### config.mk
export PLATFORM = sky130hd
export DESIGN_NAME = qbert_color_tracker
export DESIGN_NICKNAME = d
export VERILOG_FILES = /design/src/rtl/qbert_color_tracker.sv
export SDC_FILE = /design/constraint.sdc
export NUM_CORES = 1
export LEC_CHECK = 0
export CAP_MARGIN = 25
export CORE_MARGIN = 2
export CORE_UTILIZATION = 51
export CTS_CLUSTER_SIZE = 16
export DETAILED_ROUTE_END_ITERATION = 8
export PLACE_DENSITY = 0.8
export SLEW_MARGIN = 10
export SYNTH_ARGS = -nofsm -noshare
export SYNTH_HDL_FRONTEND = slang
export SYNTH_SLANG_ARGS = --single-unit
### constraint.sdc
create_clock -name CLK_33 -period 4.7 [get_ports CLK_33]
set_input_delay 0.94 -clock CLK_33 [delete_from_list [all_inputs] [get_ports CLK_33]]
set_output_delay 0.94 -clock CLK_33 [all_outputs]
set_load 0.02 [all_outputs]
### src/rtl/qbert_color_tracker.sv
// qbert_color_tracker: tracks which pyramid cubes Q*bert has recoloured.
// Each landing (rising edge of done_move) waits SETTLE cycles for the
// registered position detectors, samples the one-hot position and applies
// the colouring rule latched at level start.
//
// Interface timing: there is no valid/ready backpressure anywhere. done_move
// is a level whose rising edge (seen by this block at a clock edge) is the
// "valid" of one landing. position_qb must be stable by SETTLE cycles after
// that edge. e_level_start is a single-cycle command that is always accepted
// on the next edge unless e_pause_qb is high. Outputs are registered.
module qbert_color_tracker #(
    parameter int N_CUBE = 28,
    parameter int SETTLE = 2
) (
    input  logic              CLK_33,
    input  logic              reset,
    input  logic              done_move,
    input  logic [N_CUBE-1:0] position_qb,
    input  logic              e_level_start,
    input  logic [1:0]        e_mode,
    input  logic              e_pause_qb,
    output logic [N_CUBE-1:0] e_color_state,
    output logic [N_CUBE-1:0] e_hit_state,
    output logic [4:0]        cubes_done,
    output logic              color_event,
    output logic              level_done,
    output logic              illegal_pos,
    output logic [2:0]        state_dbg
);

    typedef enum logic [2:0] {
        IDLE        = 3'd0,
        ARMED       = 3'd1,
        SETTLE_WAIT = 3'd2,
        UPDATE      = 3'd3,
        COMPLETE    = 3'd4
    } state_t;

    localparam int CW = ($clog2(SETTLE + 1) < 1) ? 1 : $clog2(SETTLE + 1);
    localparam logic [CW-1:0] SETTLE_LD = CW'(SETTLE);

    state_t            state, next_state;
    logic [CW-1:0]     cnt, cnt_nxt;
    logic [N_CUBE-1:0] cap, cap_nxt;
    logic [1:0]        mode, mode_nxt;
    logic              done_q;
    logic              rise;
    logic [N_CUBE-1:0] color_nxt, hit_nxt;
    logic              event_nxt, level_nxt, illegal_nxt, clear;
    logic [4:0]        pop;

    assign state_dbg = state;
    assign rise      = done_move & ~done_q;

    // Next-state and next-datapath logic; a level start overrides everything.
    always_comb begin
        next_state  = state;
        cnt_nxt     = cnt;
        cap_nxt     = cap;
        mode_nxt    = mode;
        color_nxt   = e_color_state;
        hit_nxt     = e_hit_state;
        event_nxt   = 1'b0;
        level_nxt   = level_done;
        illegal_nxt = illegal_pos;
        clear       = 1'b0;
        if (e_level_start) begin
            clear       = 1'b1;
            color_nxt   = '0;
            hit_nxt     = '0;
            level_nxt   = 1'b0;
            illegal_nxt = 1'b0;
            cnt_nxt     = '0;
            mode_nxt    = (e_mode == 2'd3) ? 2'd0 : e_mode;
            next_state  = ARMED;
        end else begin
            case (state)
                ARMED: begin
                    if (rise) begin
                        cnt_nxt    = SETTLE_LD;
                        next_state = SETTLE_WAIT;
                    end
                end
                SETTLE_WAIT: begin
                    if (cnt <= CW'(1)) begin
                        cnt_nxt    = '0;
                        cap_nxt    = position_qb;
                        next_state = UPDATE;
                    end else begin
                        cnt_nxt = cnt - CW'(1);
                    end
                end
                UPDATE: begin
                    next_state = ARMED;
                    if (cap == '0) begin
                        // Off the pyramid (saucer or falling): nothing to record.
                    end else if ((cap & (cap - N_CUBE'(1))) != '0) begin
                        illegal_nxt = 1'b1;
                    end else begin
                        case (mode)
                            2'd1: color_nxt = e_color_state ^ cap;
                            2'd2: begin
                                if ((e_hit_state & cap) == '0) hit_nxt = e_hit_state | cap;
                                else color_nxt = e_color_state | cap;
                            end
                            default: color_nxt = e_color_state | cap;
                        endcase
                        event_nxt = (color_nxt != e_color_state) || (hit_nxt != e_hit_state);
                        if (&color_nxt) begin
                            level_nxt  = 1'b1;
                            next_state = COMPLETE;
                        end
                    end
                end
                default: ;  // IDLE and COMPLETE wait for a level start
            endcase
        end
    end

    // Population count of the current colour vector, registered below.
    always_comb begin
        pop = '0;
        for (int i = 0; i < N_CUBE; i++) pop = pop + 5'(e_color_state[i]);
    end

    // State register; pause freezes it.
    always_ff @(posedge CLK_33 or posedge reset) begin
        if (reset) state <= IDLE;
        else if (!e_pause_qb) state <= next_state;
    end

    // Datapath registers; pause freezes everything and suppresses the event pulse.
    always_ff @(posedge CLK_33 or posedge reset) begin
        if (reset) begin
            cnt           <= '0;
            cap           <= '0;
            mode          <= 2'd0;
            done_q        <= 1'b0;
            e_color_state <= '0;
            e_hit_state   <= '0;
            cubes_done    <= '0;
            color_event   <= 1'b0;
            level_done    <= 1'b0;
            illegal_pos   <= 1'b0;
        end else if (e_pause_qb) begin
            color_event <= 1'b0;
        end else begin
            cnt           <= cnt_nxt;
            cap           <= cap_nxt;
            mode          <= mode_nxt;
            done_q        <= done_move;
            e_color_state <= color_nxt;
            e_hit_state   <= hit_nxt;
            cubes_done    <= clear ? 5'd0 : pop;
            color_event   <= event_nxt;
            level_done    <= level_nxt;
            illegal_pos   <= illegal_nxt;
        end
    end

endmodule
-- Word-level counts from Yosys, hierarchy flattened
Cells that the tools add are included.
- flip-flop bits (word level): 100
- latch bits: 0
- bits in writable memories: 0
- bits in read-only memories: 0
- input port bits: 35
- logic and storage cells: 127
- memories: 0
- $add $sub $neg: 29
- $mul: 0
- div/mod/pow operators: 0
- magnitude comparators: 1
- equality and inequality tests: 12
- shifts and indexed selects: 0
- mux-type cells: 48
- bitwise gates (word level): 9
- reduce and logical (&&, ||, !) cells: 17
- operators by type and width (cell ; count):
    28-bit 2-to-1 mux ; 19
    5-bit by 1-bit adder with 5-bit output ; 23
    28-bit AND ; 2
    28-bit zero test ; 2
    28-bit != test ; 2
    28-bit OR ; 2
    28-bit case mux with 2 select lines ; 1
    28-bit AND reduction ; 1
    28-bit nonzero test ; 1
    28-bit by 1-bit subtractor with 28-bit output, second input constant ; 1
    28-bit bitwise XOR ; 1
    3-bit 2-to-1 mux ; 6
    4-bit AND reduction ; 4
    1-bit 2-to-1 mux ; 15
    3-bit case mux with 3 select lines ; 1
    2-bit 2-to-1 mux ; 4
    3-bit by 2-bit == test with 1-bit output, second input constant ; 2
    3-bit != test, second input constant ; 2
    2-bit nonzero test ; 3
    4-bit by 1-bit adder with 5-bit output ; 1
    5-bit 2-to-1 mux ; 1
    5-bit AND reduction ; 1
    3-bit by 1-bit adder with 4-bit output ; 1
    2-bit == test, second input constant ; 2
    15 further kinds ; 18

-- Logic depth before layout (Yosys ltp)
- depth after elaboration: 28
- depth in mapped cells: 18

-- Worst setup path after synthesis
No wires, ideal clock.
- path type: register to register
- start point: reg e_color_state[13]
- end point: reg cubes_done[4]
- library setup time: 121 ps
- arrival time: 4844 ps
- required time: 4579 ps
- slack: -265 ps
- stages on the path, launching flop included: 16
- period minus slack after synthesis: 4965 ps
- path through: dfrtp_1 > clkbuf_1 > inv_1 > fa_1 > fa_1 > fa_1 > fa_1 > fa_1 > fa_1 > inv_1 > ha_1 > fa_1 > a21o_1 > a21oi_1 > xnor2_1 > a22o_1
- longest elaborated chain between the ends: 16
- RTL lines (item ; line ; RTL):
    start: declaration ; 22 ; output logic [N_CUBE-1:0] e_color_state,
    start signal: assignment ; 152 ; e_color_state <= color_nxt;
    5-bit by 1-bit adder with 5-bit output (15 in series) ; 123 ; for (int i = 0; i < N_CUBE; i++) pop = pop + 5'(e_color_state[i]);
    5-bit 2-to-1 mux ; 154 ; cubes_done <= clear ? 5'd0 : pop;
    end signal: assignment ; 154 ;
    end: declaration ; 24 ; output logic [4:0] cubes_done,
No other way between the ends.
A chain may end at the register's enable or synchronous reset.

-- Worst setup path in the final report
- start point: reg e_color_state[21]
- end point: reg cubes_done[4]
- longest elaborated chain between the ends: 8
- RTL lines (item ; line):
    5-bit by 1-bit adder with 5-bit output (7 in series) ; 123
    5-bit 2-to-1 mux ; 154
No other way between the ends.

==> report_table.html <==
<table>
<tr><th>Metric</th><th>Value</th></tr>
<tr><th colspan="2">Run status</th></tr>
<tr><td>Outcome</td><td>complete, but fails checks</td></tr>
<tr><td>Violations in the final reports</td><td>negative setup slack</td></tr>
<tr><th colspan="2">Clocking</th></tr>
<tr><td>Post-CTS setup buffers</td><td>0</td></tr>
<tr><td>Number of buffers created by CTS</td><td>9</td></tr>
<tr><td>Cell chosen for the clock root</td><td>clkbuf_16</td></tr>
<tr><td>Clock tree from TritonCTS</td><td>built</td></tr>
<tr><td>Clk_lat worst skew</td><td>0.37 ns</td></tr>
<tr><td>Sink Count</td><td>100</td></tr>
<tr><td>Maximum root-to-sink buffer count</td><td>2</td></tr>
<tr><td>H-Tree Level Count</td><td>3</td></tr>
<tr><td>Clock transition time at the flip-flop clock pins of the worst setup and hold paths</td><td>0.08 ns</td></tr>
<tr><td>Cts-stage hold buffer count</td><td>0</td></tr>
<tr><th colspan="2">Place</th></tr>
<tr><td>Final RePlAce weighted congestion</td><td>1.06</td></tr>
<tr><td>Sum of net half-perimeters after detailed placement</td><td>22200 um</td></tr>
<tr><td>Cell area reported after detailed placement</td><td>0.00897 sq mm</td></tr>
<tr><td>Count of input and output buffers</td><td>101</td></tr>
<tr><td>Placement Setup Slack</td><td>-0.142 ns</td></tr>
<tr><th colspan="2">Worst setup path</th></tr>
<tr><td>R2R Path Start</td><td>e_color_state[21]</td></tr>
<tr><td>Worst Path Required</td><td>4.95 ns</td></tr>
<tr><td>Setup slack of the most critical reg-to-reg path</td><td>-0.07 ns</td></tr>
<tr><td>Arrival time worst endpoint</td><td>5.03 ns</td></tr>
<tr><td>Reg-to-reg endpoint</td><td>cubes_done[4]</td></tr>
<tr><td>Critical Setup Path Class</td><td>flip-flop to flip-flop</td></tr>
<tr><td>Critical path launch point</td><td>e_color_state[21]</td></tr>
<tr><td>Worst-case reg-to-reg path depth</td><td>16</td></tr>
<tr><td>Worst Path Max Fanout</td><td>2</td></tr>
<tr><td>Kind of launch point of the worst setup path</td><td>flip-flop</td></tr>
<tr><td>Worst setup EP type</td><td>flip-flop</td></tr>
<tr><th colspan="2">STA</th></tr>
<tr><td>Number of pins with negative max-slew slack in the final report</td><td>0</td></tr>
<tr><td>Setup repair after global routing missed its margin</td><td>true</td></tr>
<tr><td>Time the final worst path needs with I/O delays and setup</td><td>4.77 ns</td></tr>
<tr><td>Worst-Margin Slew</td><td>0.742 ns</td></tr>
<tr><td>Final worst-path cycle share</td><td>102%</td></tr>
<tr><td>Post-route setup TNS</td><td>-0.0749 ns</td></tr>
<tr><td>Max Freq</td><td>209 MHz</td></tr>
<tr><td>Post-route setup slack</td><td>-0.0749 ns</td></tr>
<tr><td>Relative slew slack</td><td>50.1%</td></tr>
<tr><td>Number of setup violations in the final report</td><td>1</td></tr>
<tr><td>Worst hold-check slack</td><td>0.501 ns</td></tr>
<tr><td>Worst Skew</td><td>0.0155 ns</td></tr>
<tr><td>Number of hold-slack violations in the final timing report</td><td>0</td></tr>
<tr><th colspan="2">Drt</th></tr>
<tr><td>ANT nets after route</td><td>0</td></tr>
<tr><td>Total vias in the final route</td><td>7671</td></tr>
<tr><td>Mean number of vias per cell</td><td>6.68</td></tr>
<tr><td>Routed wire length</td><td>28800 um</td></tr>
<tr><td>TritonRoute pass-1 iters</td><td>6</td></tr>
<tr><td>Average wire per standard cell</td><td>25.1 um</td></tr>
<tr><td>Number of DRC violations after detailed routing</td><td>0</td></tr>
<tr><td>1st-iter DRT viols</td><td>977</td></tr>
<tr><th colspan="2">Synthesis</th></tr>
<tr><td>Most used flip-flop cell after synthesis</td><td>dfrtp_1</td></tr>
<tr><td>Number of enable-type register cells in the synthesized netlist</td><td>0</td></tr>
<tr><td>Netlist area before placement</td><td>0.00744 sq mm</td></tr>
<tr><td>Post-synthesis share of cell area spent on full adders, half adders and majority gates</td><td>11.8%</td></tr>
<tr><td>Simple-gate share of the synthesized area</td><td>15.0%</td></tr>
<tr><td>Largest family of logic cells by synthesized area</td><td>compound AO/OA/AOI/OAI gates</td></tr>
<tr><td>Post-synthesis instance total</td><td>831</td></tr>
<tr><td>Sequential fraction of the synthesis area</td><td>33.6%</td></tr>
<tr><td>Compound-cell area share of the yosys netlist</td><td>25.8%</td></tr>
<tr><td>Warnings from Yosys</td><td>0</td></tr>
<tr><td>Number of distinct library cells after synthesis</td><td>67</td></tr>
<tr><td>Post-synthesis register bit count</td><td>100</td></tr>
<tr><td>FFs w/ async S/R, synth</td><td>100%</td></tr>
<tr><td>Multiplexer share of the synthesized area</td><td>4.79%</td></tr>
<tr><td>Xor and xnor area share after synthesis</td><td>2.00%</td></tr>
<tr><td>Net count after synthesis</td><td>924</td></tr>
<tr><td>Post-synthesis average cell area</td><td>8.95 sq um</td></tr>
<tr><th colspan="2">Floorplan</th></tr>
<tr><td>Num ports</td><td>102</td></tr>
<tr><td>Floorplan die width</td><td>125 um</td></tr>
<tr><td>Y dimension of the die</td><td>125 um</td></tr>
<tr><td>Standard cell core area</td><td>0.0144 sq mm</td></tr>
<tr><td>Full die area</td><td>0.0156 sq mm</td></tr>
<tr><td>Starting utilization of the core area</td><td>51.8%</td></tr>
<tr><td>Site Rows</td><td>44</td></tr>
<tr><th colspan="2">GRT</th></tr>
<tr><td>Number of global-route vias before repair</td><td>7455</td></tr>
<tr><td>Maximum number of pins on one net before global-route repair</td><td>45</td></tr>
<tr><td>GRT Util Overall</td><td>37.0%</td></tr>
<tr><td>Global-route wire length before repair</td><td>44000 um</td></tr>
<tr><td>Total gr overflow</td><td>0</td></tr>
<tr><td>Initial antenna violation count</td><td>0</td></tr>
<tr><th colspan="2">Pwr</th></tr>
<tr><td>P_leak</td><td>3.94 nW</td></tr>
<tr><td>Design Power</td><td>3.99 mW</td></tr>
<tr><td>Maximum ir drop on the vdd rail</td><td>0.312 mV</td></tr>
<tr><td>PD cells</td><td>430 mW/mm^2</td></tr>
<tr><th colspan="2">Hold path</th></tr>
<tr><td>Hold path start</td><td>done_q</td></tr>
<tr><td>Tightest Hold Check Type</td><td>flip-flop to flip-flop</td></tr>
<tr><td>Endpoint with the worst hold slack</td><td>done_q</td></tr>
<tr><td>Count of cells along the worst hold path</td><td>1</td></tr>
<tr><th colspan="2">Cells and area</th></tr>
<tr><td>Final standard cell area without fillers</td><td>0.00927 sq mm</td></tr>
<tr><td>Diodes inserted</td><td>0</td></tr>
<tr><td>Fraction of layout instances using a drive strength above 1</td><td>14.9%</td></tr>
<tr><td>Total number of nets in the final design</td><td>1052</td></tr>
<tr><td>Relative area change from synthesis to final layout</td><td>24.7%</td></tr>
<tr><td>Fill cell instance count of the final layout</td><td>1210</td></tr>
<tr><th colspan="2">Run</th></tr>
<tr><td>Max-capacitance violation count</td><td>0</td></tr>
</table>
## synth_stat cells, drive strengths merged (4+ instances only)
library cell	count	area, sq um
dfrtp	100	2500
inv	93	349
nand2	63	236
a21oi	60	300
nor2	51	214
a22o	39	342
ha	38	475
o21ai	32	160
a22oi	31	233
clkbuf	29	109
mux2	29	327
nand3	24	120
fa	20	400
nor3	19	95.1
o22ai	19	119
nand4	14	93.8
nor4	13	103
xnor2	12	105
buf	11	63.8
o211ai	10	75.1
a31oi	9	56.3
o221ai	8	70.1
or4	8	67.6
a221oi	7	61.3
and3	6	37.5
nand2b	6	37.5
o2111ai	6	52.6
a211oi	5	37.5
a32oi	5	43.8
o2bb2ai	5	43.8
o31ai	5	37.5
xor2	5	43.8
a2111oi	4	53.8
a21boi	4	30.0
## critical path: stages (launching register included)
cell and delay, ns:
dfrtp_2 0.42, fa_1 0.54, inv_1 0.05, fa_1 0.50, inv_1 0.05, fa_1 0.49, inv_1 0.05, fa_1 0.49
fa_1 0.43, fa_1 0.50, inv_2 0.05, ha_4 0.16, fa_2 0.34, a21o_1 0.20, a21oi_2 0.14, xnor2_1 0.07
a22o_1 0.20
## through the flow
stage	util (%)	cells
floorplan	-	831
global placement	62.4	1132
detailed placement	62.4	1132
CTS	64.4	1148
global route	64.5	1148
finish	64.5	1148
## per-layer routing
metal | wire (um) | share of wire (%) | track usage [%] | vias to the layer above
met4 | 1660 | 5.8 | 20.9 | 0
met3 | 2790 | 9.7 | 6.19 | 88
li1 | - | - | - | 3345
met1 | 11400 | 40 | 49.9 | 3732
met2 | 12900 | 45 | 56.6 | 506
met5 | 0 | 0 | 0 | -
## sequential cells by signal, summed over array words and instances, names as in the netlist
signal	flops
cap	28
e_color_state	28
e_hit_state	28
cubes_done	5
state_dbg	3
cnt	2
mode	2
color_event	1
done_q	1
illegal_pos	1
level_done	1
## timing repair
action | 4_1_cts | 5_1_grt
gates resized for setup | 1 | 4
endpoints found under the hold margin | 0 | 0
setup endpoints to repair | 3 | 3
pin swaps | 10 | 4
## report_power, final
part           internal (mW)  leakage [nW]  total [mW]  switching, mW
clock network          0.369         0.135       0.758          0.389
registers              0.999          1.34        1.29          0.289
logic                  0.753          2.47        1.94           1.19
total                   2.12          3.94        3.99           1.87
## final cells by class
cell class / instances / area, sq um / area share, %
multi-input cells: 598 / 4440 / 47.9
inverters: 93 / 352 / 3.79
clock inverters: 7 / 57.6 / 0.621
clock buffers: 9 / 225 / 2.43
well taps: 184 / 230 / 2.48
repair buffers: 157 / 1440 / 15.6
flip-flops and latches: 100 / 2520 / 27.2
## layout by cell type, fill, tap and decap left out, types with 8 or more instances in the layout
cell,instances
inv_1,85
nand3_1,24
a22o_1,39
dfrtp_1,87
o221ai_1,8
fa_1,18
nand4_1,13
ha_1,37
buf_4,55
mux2_2,29
a22oi_1,31
nor2_1,46
o211ai_1,10
o22ai_1,19
nor4_1,11
clkbuf_16,9
a21oi_1,58
o21ai_0,31
nor3_1,19
dfrtp_2,13
xnor2_1,12
a31oi_1,9
nand2_1,63
clkdlybuf4s50_1,101
## worst max-delay path by stage
stage	end	depth (start not counted)
final	cubes_done[4]	16
after global routing	cubes_done[4]	16
after CTS	cubes_done[4]	16
after detailed placement	cubes_done[4]	15
after global placement	cubes_done[4]	15
after floorplan	cubes_done[4]	16
## cells by family after synthesis
family | after synthesis
multiplexers | 32
XOR/XNOR | 17
buffers and inverters | 133
flip-flops | 100
AND/OR/NAND/NOR | 219
AO/OA/AOI/OAI | 272
adder cells (fa/ha/maj) | 58
(Power assumes the default switching activity.)
